**src/rtl/clint_pkg.sv**
```systemverilog
// -----------------------------------------------------------------------------
// clint_pkg
// Shared register map and helpers for the multi-hart CLINT.
//   MSIP_OFS      : base offset of the per-hart MSIP words (4-byte stride)
//   MTIMECMP_OFS  : base offset of the per-hart MTIMECMP pairs (8-byte stride)
//   MTIME_OFS     : offset of MTIME lo (hi lives at +4)
//   MSIP_SW_BIT / MSIP_EX_BIT : bit positions inside an MSIP word
// -----------------------------------------------------------------------------
package clint_pkg;

  localparam logic [15:0] MSIP_OFS     = 16'h0000;
  localparam logic [15:0] MTIMECMP_OFS = 16'h4000;
  localparam logic [15:0] MTIME_OFS    = 16'hBFF8;

  localparam int MSIP_SW_BIT = 0;
  localparam int MSIP_EX_BIT = 16;

  // Merge new_val into old_val one byte at a time; unstrobed bytes keep old_val.
  function automatic logic [31:0] apply_strb(input logic [31:0] old_val,
                                             input logic [31:0] new_val,
                                             input logic [3:0]  strb);
    logic [31:0] res;
    res = old_val;
    for (int b = 0; b < 4; b++) begin
      if (strb[b]) res[b*8 +: 8] = new_val[b*8 +: 8];
    end
    return res;
  endfunction

endpackage

```
**src/rtl/clint_timer.sv**
```systemverilog
// -----------------------------------------------------------------------------
// clint_timer
// Prescaler plus free-running 64-bit mtime with byte-strobed load.
//   clk, reset       : clock, synchronous active-high reset
//   i_timer_en       : advance enable; prescaler and mtime hold when low
//   i_ld_lo/i_ld_hi  : load strobes for mtime[31:0] / mtime[63:32]
//   i_wdata/i_wstrb  : load data and byte strobes
//   o_mtime          : current mtime register value
// -----------------------------------------------------------------------------
module clint_timer
  import clint_pkg::*;
#(
  parameter int TICK_DIV = 1
) (
  input  logic        clk,
  input  logic        reset,
  input  logic        i_timer_en,
  input  logic        i_ld_lo,
  input  logic        i_ld_hi,
  input  logic [31:0] i_wdata,
  input  logic [3:0]  i_wstrb,
  output logic [63:0] o_mtime
);

  localparam int PW = (TICK_DIV > 1) ? $clog2(TICK_DIV) : 1;
  localparam logic [PW-1:0] PRE_LAST = PW'(TICK_DIV - 1);

  logic [PW-1:0] r_pre;
  logic [63:0]   r_mtime;

  // Software load beats the increment and restarts the prescaler so the next
  // tick lands a full TICK_DIV cycles after the load.
  always_ff @(posedge clk) begin
    if (reset) begin
      r_pre   <= '0;
      r_mtime <= '0;
    end else if (i_ld_lo || i_ld_hi) begin
      r_pre <= '0;
      if (i_ld_lo) r_mtime[31:0]  <= apply_strb(r_mtime[31:0],  i_wdata, i_wstrb);
      if (i_ld_hi) r_mtime[63:32] <= apply_strb(r_mtime[63:32], i_wdata, i_wstrb);
    end else if (i_timer_en) begin
      if (r_pre == PRE_LAST) begin
        r_pre   <= '0;
        r_mtime <= r_mtime + 64'd1;  // silently wraps at 2^64-1
      end else begin
        r_pre <= r_pre + 1'b1;
      end
    end
  end

  assign o_mtime = r_mtime;

endmodule

```
**src/rtl/clint_mh.sv**
```systemverilog
// -----------------------------------------------------------------------------
// clint_mh
// Multi-hart core-local interruptor: MSIP, MTIMECMP per hart and shared MTIME.
//   clk, reset                 : clock, synchronous active-high reset
//   timer_en                   : prescaler/mtime advance enable
//   wready/waddr/wdata/wstrb   : write request (always accepted, wvalid=1)
//   rready/raddr               : read request (always accepted, rvalid=1)
//   rresp/rdata                : registered read response, one cycle later
//   timer_irq/sw_irq/ex_irq    : per-hart interrupt lines
// Bus handshake: wvalid and rvalid are constant 1, so a request is taken in
// every cycle its wready/rready is high; read data follows one cycle later,
// flagged by rresp.
// -----------------------------------------------------------------------------
module clint_mh
  import clint_pkg::*;
#(
  parameter int          NHART    = 2,
  parameter logic [31:0] BASE     = 32'h0200_0000,
  parameter int          TICK_DIV = 1
) (
  input  logic             clk,
  input  logic             reset,
  input  logic             timer_en,
  input  logic             wready,
  output logic             wvalid,
  input  logic [31:0]      waddr,
  input  logic [31:0]      wdata,
  input  logic [3:0]       wstrb,
  input  logic             rready,
  output logic             rvalid,
  input  logic [31:0]      raddr,
  output logic             rresp,
  output logic [31:0]      rdata,
  output logic [NHART-1:0] timer_irq,
  output logic [NHART-1:0] sw_irq,
  output logic [NHART-1:0] ex_irq
);

  localparam logic [31:0] MTIME_LO = 32'(MTIME_OFS);
  localparam logic [31:0] MTIME_HI = 32'(MTIME_OFS) + 32'd4;

  // Word-aligned offsets from BASE; bits [1:0] are dropped here.
  logic [31:0] w_wa;
  logic [31:0] w_ra;
  assign w_wa = (waddr - BASE) & 32'hFFFF_FFFC;
  assign w_ra = (raddr - BASE) & 32'hFFFF_FFFC;

  assign wvalid = 1'b1;
  assign rvalid = 1'b1;

  logic        w_mt_ld_lo;
  logic        w_mt_ld_hi;
  logic [63:0] w_mtime;

  assign w_mt_ld_lo = wready && (w_wa == MTIME_LO);
  assign w_mt_ld_hi = wready && (w_wa == MTIME_HI);

  clint_timer #(
    .TICK_DIV (TICK_DIV)
  ) u_timer (
    .clk        (clk),
    .reset      (reset),
    .i_timer_en (timer_en),
    .i_ld_lo    (w_mt_ld_lo),
    .i_ld_hi    (w_mt_ld_hi),
    .i_wdata    (wdata),
    .i_wstrb    (wstrb),
    .o_mtime    (w_mtime)
  );

  // Flattened per-hart compare values for the read mux.
  logic [64*NHART-1:0] w_cmp_flat;

  for (genvar h = 0; h < NHART; h++) begin : g_hart
    localparam logic [31:0] MSIP_A   = 32'(MSIP_OFS) + 32'(4 * h);
    localparam logic [31:0] CMP_LO_A = 32'(MTIMECMP_OFS) + 32'(8 * h);
    localparam logic [31:0] CMP_HI_A = CMP_LO_A + 32'd4;

    logic [63:0] r_cmp;
    logic        r_sw;
    logic        r_ex;
    logic        r_tirq;

    always_ff @(posedge clk) begin
      if (reset) begin
        r_cmp <= '1;
      end else begin
        if (wready && (w_wa == CMP_LO_A)) r_cmp[31:0]  <= apply_strb(r_cmp[31:0],  wdata, wstrb);
        if (wready && (w_wa == CMP_HI_A)) r_cmp[63:32] <= apply_strb(r_cmp[63:32], wdata, wstrb);
      end
    end

    // Only bit0 (byte 0) and bit16 (byte 2) of an MSIP word are storage.
    always_ff @(posedge clk) begin
      if (reset) begin
        r_sw <= 1'b0;
        r_ex <= 1'b0;
      end else if (wready && (w_wa == MSIP_A)) begin
        if (wstrb[MSIP_SW_BIT / 8]) r_sw <= wdata[MSIP_SW_BIT];
        if (wstrb[MSIP_EX_BIT / 8]) r_ex <= wdata[MSIP_EX_BIT];
      end
    end

    // Compare uses the current register values, so the line lags by a cycle.
    always_ff @(posedge clk) begin
      if (reset) r_tirq <= 1'b0;
      else       r_tirq <= (w_mtime >= r_cmp);
    end

    assign timer_irq[h]           = r_tirq;
    assign sw_irq[h]              = r_sw;
    assign ex_irq[h]              = r_ex;
    assign w_cmp_flat[h*64 +: 64] = r_cmp;
  end

  logic [31:0] w_rdata_nxt;

  always_comb begin
    w_rdata_nxt = '0;
    if (w_ra == MTIME_LO) w_rdata_nxt = w_mtime[31:0];
    if (w_ra == MTIME_HI) w_rdata_nxt = w_mtime[63:32];
    for (int h = 0; h < NHART; h++) begin
      if (w_ra == 32'(MSIP_OFS) + 32'(4 * h))
        w_rdata_nxt = {15'h0, ex_irq[h], 15'h0, sw_irq[h]};
      if (w_ra == 32'(MTIMECMP_OFS) + 32'(8 * h))
        w_rdata_nxt = w_cmp_flat[h*64 +: 32];
      if (w_ra == 32'(MTIMECMP_OFS) + 32'(8 * h) + 32'd4)
        w_rdata_nxt = w_cmp_flat[h*64 + 32 +: 32];
    end
  end

  always_ff @(posedge clk) begin
    if (reset) rresp <= 1'b0;
    else       rresp <= rready;
  end

  // Read data is intentionally not reset; rresp qualifies it.
  always_ff @(posedge clk) begin
    if (rready) rdata <= w_rdata_nxt;
  end

endmodule

```
**config.mk**
```make
export PLATFORM = sky130hd
export DESIGN_NAME = clint_mh
export DESIGN_NICKNAME = d
export VERILOG_FILES = /design/src/rtl/clint_pkg.sv /design/src/rtl/clint_timer.sv /design/src/rtl/clint_mh.sv
export SDC_FILE = /design/constraint.sdc
export NUM_CORES = 1
export LEC_CHECK = 0
export CAP_MARGIN = 20
export CORE_MARGIN = 4
export CORE_UTILIZATION = 29
export CTS_BUF_LIST = sky130_fd_sc_hd__clkbuf_4 sky130_fd_sc_hd__clkbuf_8
export CTS_CLUSTER_SIZE = 25
export DETAILED_ROUTE_END_ITERATION = 6
export PLACE_DENSITY = 0.57
export SYNTH_ARGS = -nofsm -noshare
export SYNTH_HDL_FRONTEND = slang
export SYNTH_HIERARCHICAL = 1
export SYNTH_SLANG_ARGS = --single-unit
export TNS_END_PERCENT = 50
```
**constraint.sdc**
```tcl
create_clock -name clk -period 5.4 [get_ports clk]
set_input_delay 1.35 -clock clk [delete_from_list [all_inputs] [get_ports clk]]
set_output_delay 1.35 -clock clk [all_outputs]
set_load 0.05 [all_outputs]
```
==> results of run 1 <==
power breakdown:
part	leakage [nW]	total (W)	switching, W	internal [W]
combinational	6.16	0.000310	0.000193	0.000117
clock	0.507	0.00187	0.000828	0.00104
sequential	1.94	0.00177	0.0000146	0.00175
total	8.61	0.00395	0.00104	0.00291
worst max-delay path, delay by kind of cell:
kind	cells	cell delay [ns]
buffers and inverters	2	0.51
multiplexers	1	0.26
AND/OR/NAND/NOR	7	1.66
AO/OA/AOI/OAI	2	0.51
adder cells (fa/ha/maj)	1	0.28
worst max-delay path by stage:
stage / from / end / slack [ns]
finish: waddr[25] / u_timer/o_mtime[52] / 1.34
global route: waddr[25] / u_timer/o_mtime[52] / 1.22
CTS: waddr[25] / u_timer/o_mtime[52] / 1.43
detailed placement: waddr[25] / u_timer/o_mtime[52] / 0.80
global placement: waddr[25] / u_timer/o_mtime[36] / 0.82
floorplan: waddr[25] / u_timer/o_mtime[28] / 1.60
cell families (layout without fill, tap and decap cells):
| logic type | count (synthesis) | count (layout) | share of synthesized area [%] |
|---|---|---|---|
| AND/OR/NAND/NOR | 628 | 628 | 21.26 |
| AO/OA/AOI/OAI | 455 | 455 | 20.57 |
| buffers and inverters | 241 | 395 | 6.318 |
| flip-flops | 231 | 231 | 32.09 |
| multiplexers | 134 | 134 | 8.982 |
| adder cells (fa/ha/maj) | 131 | 131 | 10.64 |
| XOR/XNOR | 2 | 2 | 0.1137 |
| other | 1 | 3 | 0.02434 |
through the flow:
step | util (%) | worst slack, ns | cells
global route | 35.08 | 1.224 | 2667
floorplan | - | 1.596 | 1824
CTS | 35.07 | 1.432 | 2666
finish | 35.08 | 1.345 | 2667
detailed placement | 33.27 | 0.8031 | 2583
global placement | 33.27 | 0.8223 | 2583
cell usage in the layout, fill, tap and decap left out, drive strengths merged, types with 37 or more instances in the layout:
cell and n:
nand3 58, a21oi 107, nand2 253, o21ai 69, clkbuf 71, o211ai 37
inv 146, ha 131, nor2 97, mux2i 100, clkdlybuf4s50 136, nor4 41
a22oi 39, nand4 53, nor3 38, dfxtp 199
layer usage:
metal  part of all wire (%)  wire (µm)
met4                    2.8       1685
met1                     44      26430
met5                      0          0
met3                    6.0       3537
met2                     47      27770
sequential cells by signal, indices dropped and copies added (netlist names):
name / flops
g_hart.r_ex: 2
u_timer/o_mtime: 64
g_hart.r_sw: 2
rdata: 32
g_hart.r_cmp: 128
g_hart.r_tirq: 2
rresp: 1
layout make-up:
cell class,instances,area (µm²),share of cell area (%)
Tap cell,688,860.8,4.670
Clock inverter,12,65.06,0.3529
Multi-Input combinational cell,1352,9520,51.65
Inverter,145,545.5,2.959
Sequential cell,231,4945,26.82
Clock buffer,71,883.3,4.792
Antenna cell,1,2.502,0.01357
Timing Repair Buffer,167,1612,8.742
==> impl_metrics.yaml, run 1 <==
logic_synthesis:
  netlist_area_um2: 15410
  synth_edf_count: 32
  yosysTopAreaCell: "sky130_fd_sc_hd__dfxtp_1"
  seq_area_frac_synth_pct: 32.09
  ys_ff_latch: 231
  postSynthAreaPerCell_um2: 8.452
  synth_ff_type: "sky130_fd_sc_hd__dfxtp_1"
  yosysWarnings: 6
  syn-instance-count: 1823
  yosys-top-cells-area: "sky130_fd_sc_hd__dfxtp_1, sky130_fd_sc_hd__ha_1, sky130_fd_sc_hd__mux2i_1"
  synth_top_cell_area_share_pct: 25.86
  synth.cells.most_frequent: "sky130_fd_sc_hd__nand2_1, sky130_fd_sc_hd__dfxtp_1, sky130_fd_sc_hd__inv_1"
  ys_types: 82
  postSynth.asyncResetShare_pct: 0
  most_frequently_used_cell_type_in_the_post_synthesis_netlist: "sky130_fd_sc_hd__nand2_1"
placement:
  gp_congestion: 0.9305
  detailedPlacementHpwl_um: 42880
  io_buffer_count: 139
  area_after_detailed_placement_um2: 17480
timing:
  finalSetupTns_ns: 0
  final.period_utilization_pct: 75.10
  worst-slew-pin-transition_ns: 1.182
  final_setup_viols: 0
  number_of_slew_limit_violations_in_the_final_report: 0
  whs_ns: 0.5049
  clock.fmax_mhz: 246.6
  relSlewSlack_pct: 20.49
  clock_skew_ns: 0.03305
  final-hold-violation-count: 0
  timing.final.crit_period_ns: 4.055
  unrepaired_setup_endpoints_after_global_routing: "false"
route:
  drt-pass1-iter-count: 5
  ratio_of_routed_vias_to_standard_cells: 5.646
  route.vias.total: 15060
  initialDrtViolationCount: 1433
  wirelength_um: 59420
  drc: 0
  wl_per_cell_um: 22.28
  route.antenna.remaining_nets: 0
global_route:
  grtUsageTotal_pct: 20.12
  first_pass_grt_wire_length_um: 89610
  met2_usage_pct: 33.21
  global_route.overflow_total: 0
  grt_util_met1_pct: 27.17
  number_of_global_route_vias_before_repair: 14780
  maximum_number_of_pins_on_one_net_before_global_route_repair: 70
  groute.layer.met3.usage_pct: 2.838
  antenna_found_initial: 1
  global_route.peak_usage_layer: "met2"
critical_path:
  cp.required_ns: 5.92
  critical_path.slowest_cell: "sky130_fd_sc_hd__nor3b_2"
  critical_path.startpoint_type: "primary input"
  critical_path_class: "in2reg"
  critPathArrivalTime_ns: 4.58
  regToRegStartpoint: "u_timer/o_mtime[2]"
  ff2ff_setup_slack_ns: 1.90
  crit_path_max_incr_delay_ns: 0.82
  critPathMaxFanout: 10
  worst_r2r_endpoint: "u_timer/o_mtime[61]"
  worstRegToRegCells: 6
  worstPathCellList: "clkdlybuf4s50_1 -> inv_1 -> ha_1 -> nor4b_4 -> nand2_1 -> nor2_1 -> nand3_1 -> nor2_1 -> nor3b_2 -> a21oi_1 -> or3_1 -> mux2_2 -> a21oi_1"
  setup.worst_path.end_class: "register"
power:
  peakVddDrop_mv: 0.1548
  leakage_nw: 8.610
  power_per_cell_area_nw_per_um2: 214.1
  total_power_w: 0.003947
clocking:
  clkSlewWorstSetupHoldPaths_ns: 0.06
  clock_tree.htree_level_count: 2
  hold_buffers: 0
  cts_root_buffer: "sky130_fd_sc_hd__clkbuf_8"
  clock_insertion_delay_worst_skew_ns: 0.62
  cts_tree: "yes"
  ctsLongestPathBuffers: 3
  post_cts.resized_instances: 0
  sink_count_of_the_clock_tree: 231
  cts_buffers: 45
  cts_setup_buffers: 0
final_layout:
  drive_gt1_share_pct: 9.606
  final_non_filler_cell_area_um2: 18430
  area.growth.synth_to_final_pct: 19.64
  fill_cells: 5498
  nNetsFinal: 2178
worst_hold_path:
  hold_path_startpoint: "g_hart[1].r_cmp[60]"
  hp-class: "reg2reg"
  worst_hold_path.num_cells: 2
  hold_path_end: "g_hart[1].r_cmp[60]"
floorplanning:
  io-pin-count: 146
  chipHeight_um: 238.5
  die_x_um: 238.5
  initial_utilization_pct: 29.32
  floorplan.core_area_um2: 52550
  std_cell_rows: 84
  die_area_um2: 56880
status:
  run_status: "complete, no violations"
job:
  cap_viol_max_count: 0
No activity file was read; power rests on OpenSTA's default activity.
==> inputs of run 2 (changes only) <==
clock period = 3.8 ns   (was 5.4 ns; I/O delays follow)
==> run 2 against run 1 <==
  * Routed wire length up 0.51%
  * Cell count up 3.0%
  * Non-clock buffer count up 86
  * Sequential share of layout area down 1.0 points
  * Critical path type unchanged
  * Global-route usage up 0.13 points
  * Combinational power up 54%
  * Clock power up 43%
==> impl_metrics.yaml, run 2 (synthesis results as in run 1) <==
timing:
  unrepaired_setup_endpoints_after_global_routing: "false"
  finalSetupTns_ns: 0
  number_of_slew_limit_violations_in_the_final_report: 0
  final-hold-violation-count: 0
  final.period_utilization_pct: 85.14
  worst-slew-pin-transition_ns: 1.035
  final_setup_viols: 0
  timing.final.crit_period_ns: 3.235
  clock_skew_ns: 0.02324
  clock.fmax_mhz: 309.1
  relSlewSlack_pct: 31.01
global_route:
  number_of_global_route_vias_before_repair: 14780
  groute.layer.met3.usage_pct: 2.988
  antenna_found_initial: 0
  maximum_number_of_pins_on_one_net_before_global_route_repair: 91
  global_route.overflow_total: 0
  global_route.peak_usage_layer: "met2"
  grtUsageTotal_pct: 20.25
  met2_usage_pct: 32.99
  first_pass_grt_wire_length_um: 90100
  grt_util_met1_pct: 27.62
placement:
  gp_congestion: 0.9703
  io_buffer_count: 139
  detailedPlacementHpwl_um: 44310
  area_after_detailed_placement_um2: 18180
final_layout:
  area.growth.synth_to_final_pct: 24.31
  nNetsFinal: 2263
  largest_reg_flops: 128
  drive_gt1_share_pct: 13.35
  final_non_filler_cell_area_um2: 19150
  layout_commonest_cell: "sky130_fd_sc_hd__nand2_1"
  fill_cells: 5429
  registers.top_by_ff_count: "g_hart.r_cmp"
  num_antenna_cells: 0
  mostFrequentLayoutCells: "sky130_fd_sc_hd__nand2_1, sky130_fd_sc_hd__dfxtp_1, sky130_fd_sc_hd__inv_1"
worst_hold_path:
  hold_path_end: "g_hart[0].r_cmp[26]"
  worst_hold_path.num_cells: 2
  hold_path_startpoint: "g_hart[0].r_cmp[26]"
  hp-class: "reg2reg"
route:
  drc: 0
  wirelength_um: 59730
  drt-pass1-iter-count: 6
  route.antenna.remaining_nets: 0
  wl_per_cell_um: 21.73
  initialDrtViolationCount: 1272
  ratio_of_routed_vias_to_standard_cells: 5.562
  route.vias.total: 15280
floorplanning:
  floorplan.core_area_um2: 52550
  io-pin-count: 146
  initial_utilization_pct: 29.32
  die_area_um2: 56880
  std_cell_rows: 84
  chipHeight_um: 238.5
  die_x_um: 238.5
critical_path:
  regToRegStartpoint: "u_timer/o_mtime[2]"
  worstRegToRegCells: 6
  critPathArrivalTime_ns: 3.75
  worst_r2r_endpoint: "u_timer/o_mtime[33]"
  timing.critical_path.from: "waddr[25]"
  critical_path_class: "in2reg"
  critical_path.startpoint_type: "primary input"
  setup.worst_path.end_class: "register"
  ff2ff_setup_slack_ns: 0.75
  critPathMaxFanout: 16
  cp.required_ns: 4.32
status:
  run_status: "complete, no violations"
power:
  leakage_nw: 9.071
  total_power_w: 0.005651
  power_per_cell_area_nw_per_um2: 295.0
  peakVddDrop_mv: 0.2016
clocking:
  post_cts.resized_instances: 0
  cts_setup_buffers: 0
  clkSlewWorstSetupHoldPaths_ns: 0.06
  clock_tree.htree_level_count: 2
  cts_root_buffer: "sky130_fd_sc_hd__clkbuf_8"
  hold_buffers: 0
  clock_insertion_delay_worst_skew_ns: 0.61
  cts_tree: "yes"
  ctsLongestPathBuffers: 3
  sink_count_of_the_clock_tree: 231
  cts_buffers: 44
job:
  cap_viol_max_count: 0
## run 2: final cells by class
| class | instances | area [µm²] | area share [%] |
|---|---|---|---|
| clock inverter | 5 | 23.77 | 0.1241 |
| tap | 688 | 860.8 | 4.494 |
| timing repair buffer | 253 | 2340 | 12.22 |
| inverter | 145 | 545.5 | 2.848 |
| sequential | 231 | 4945 | 25.82 |
| multi-input combinational | 1352 | 9520 | 49.71 |
| clock buffer | 74 | 918.4 | 4.795 |
## run 2: per-layer routing
metal	up-vias	share of wire (%)
met5	-	0
met4	0	3.1
li1	7191	-
met3	118	6.5
met2	557	46
met1	7418	44
## run 2: worst max-delay path, cell delays in order
cell                              delay (ns)
sky130_fd_sc_hd__clkdlybuf4s50_1        0.47
sky130_fd_sc_hd__inv_1                  0.05
sky130_fd_sc_hd__ha_1                   0.28
sky130_fd_sc_hd__nor4b_4                0.13
sky130_fd_sc_hd__nand2_1                0.06
sky130_fd_sc_hd__nor2_1                 0.03
sky130_fd_sc_hd__nand3_1                0.12
sky130_fd_sc_hd__nor2_2                 0.11
sky130_fd_sc_hd__or2_2                  0.43
sky130_fd_sc_hd__buf_12                 0.20
sky130_fd_sc_hd__or4_1                  0.50
sky130_fd_sc_hd__and3_1                 0.19
sky130_fd_sc_hd__o32ai_1                0.24
## run 2: worst max path at each step
stage | to | slack [ns] | depth (start not counted)
2_1_floorplan | u_timer/o_mtime[28] | 0.40 | 15
4_1_cts | u_timer/o_mtime[39] | 0.53 | 13
3_5_place_dp | u_timer/o_mtime[39] | -0.14 | 13
3_3_place_gp | u_timer/o_mtime[56] | -0.11 | 15
5_1_grt | u_timer/o_mtime[34] | 0.35 | 17
6_report | u_timer/o_mtime[44] | 0.56 | 13
## run 2: where the power goes
part	leakage [nW]	switching, W	internal [W]	total [W]
Combinational	6.62	0.000283	0.000194	0.000477
Clock	0.508	0.00115	0.00151	0.00267
Sequential	1.94	0.0000154	0.00249	0.00251
Total	9.07	0.00145	0.00420	0.00565
## run 2: stage by stage
stage / util [%] / hold WS [ns] / cells / setup WS [ns]
after CTS: 36.40 / 0.5065 / 2747 / 0.5264
final: 36.45 / 0.5044 / 2748 / 0.5645
after detailed placement: 34.60 / 0.4906 / 2668 / -0.1357
after floorplan: - / 0.4620 / 1824 / 0.3961
after global placement: 34.60 / 0.4861 / 2668 / -0.1053
after global routing: 36.45 / 0.5340 / 2748 / 0.3472
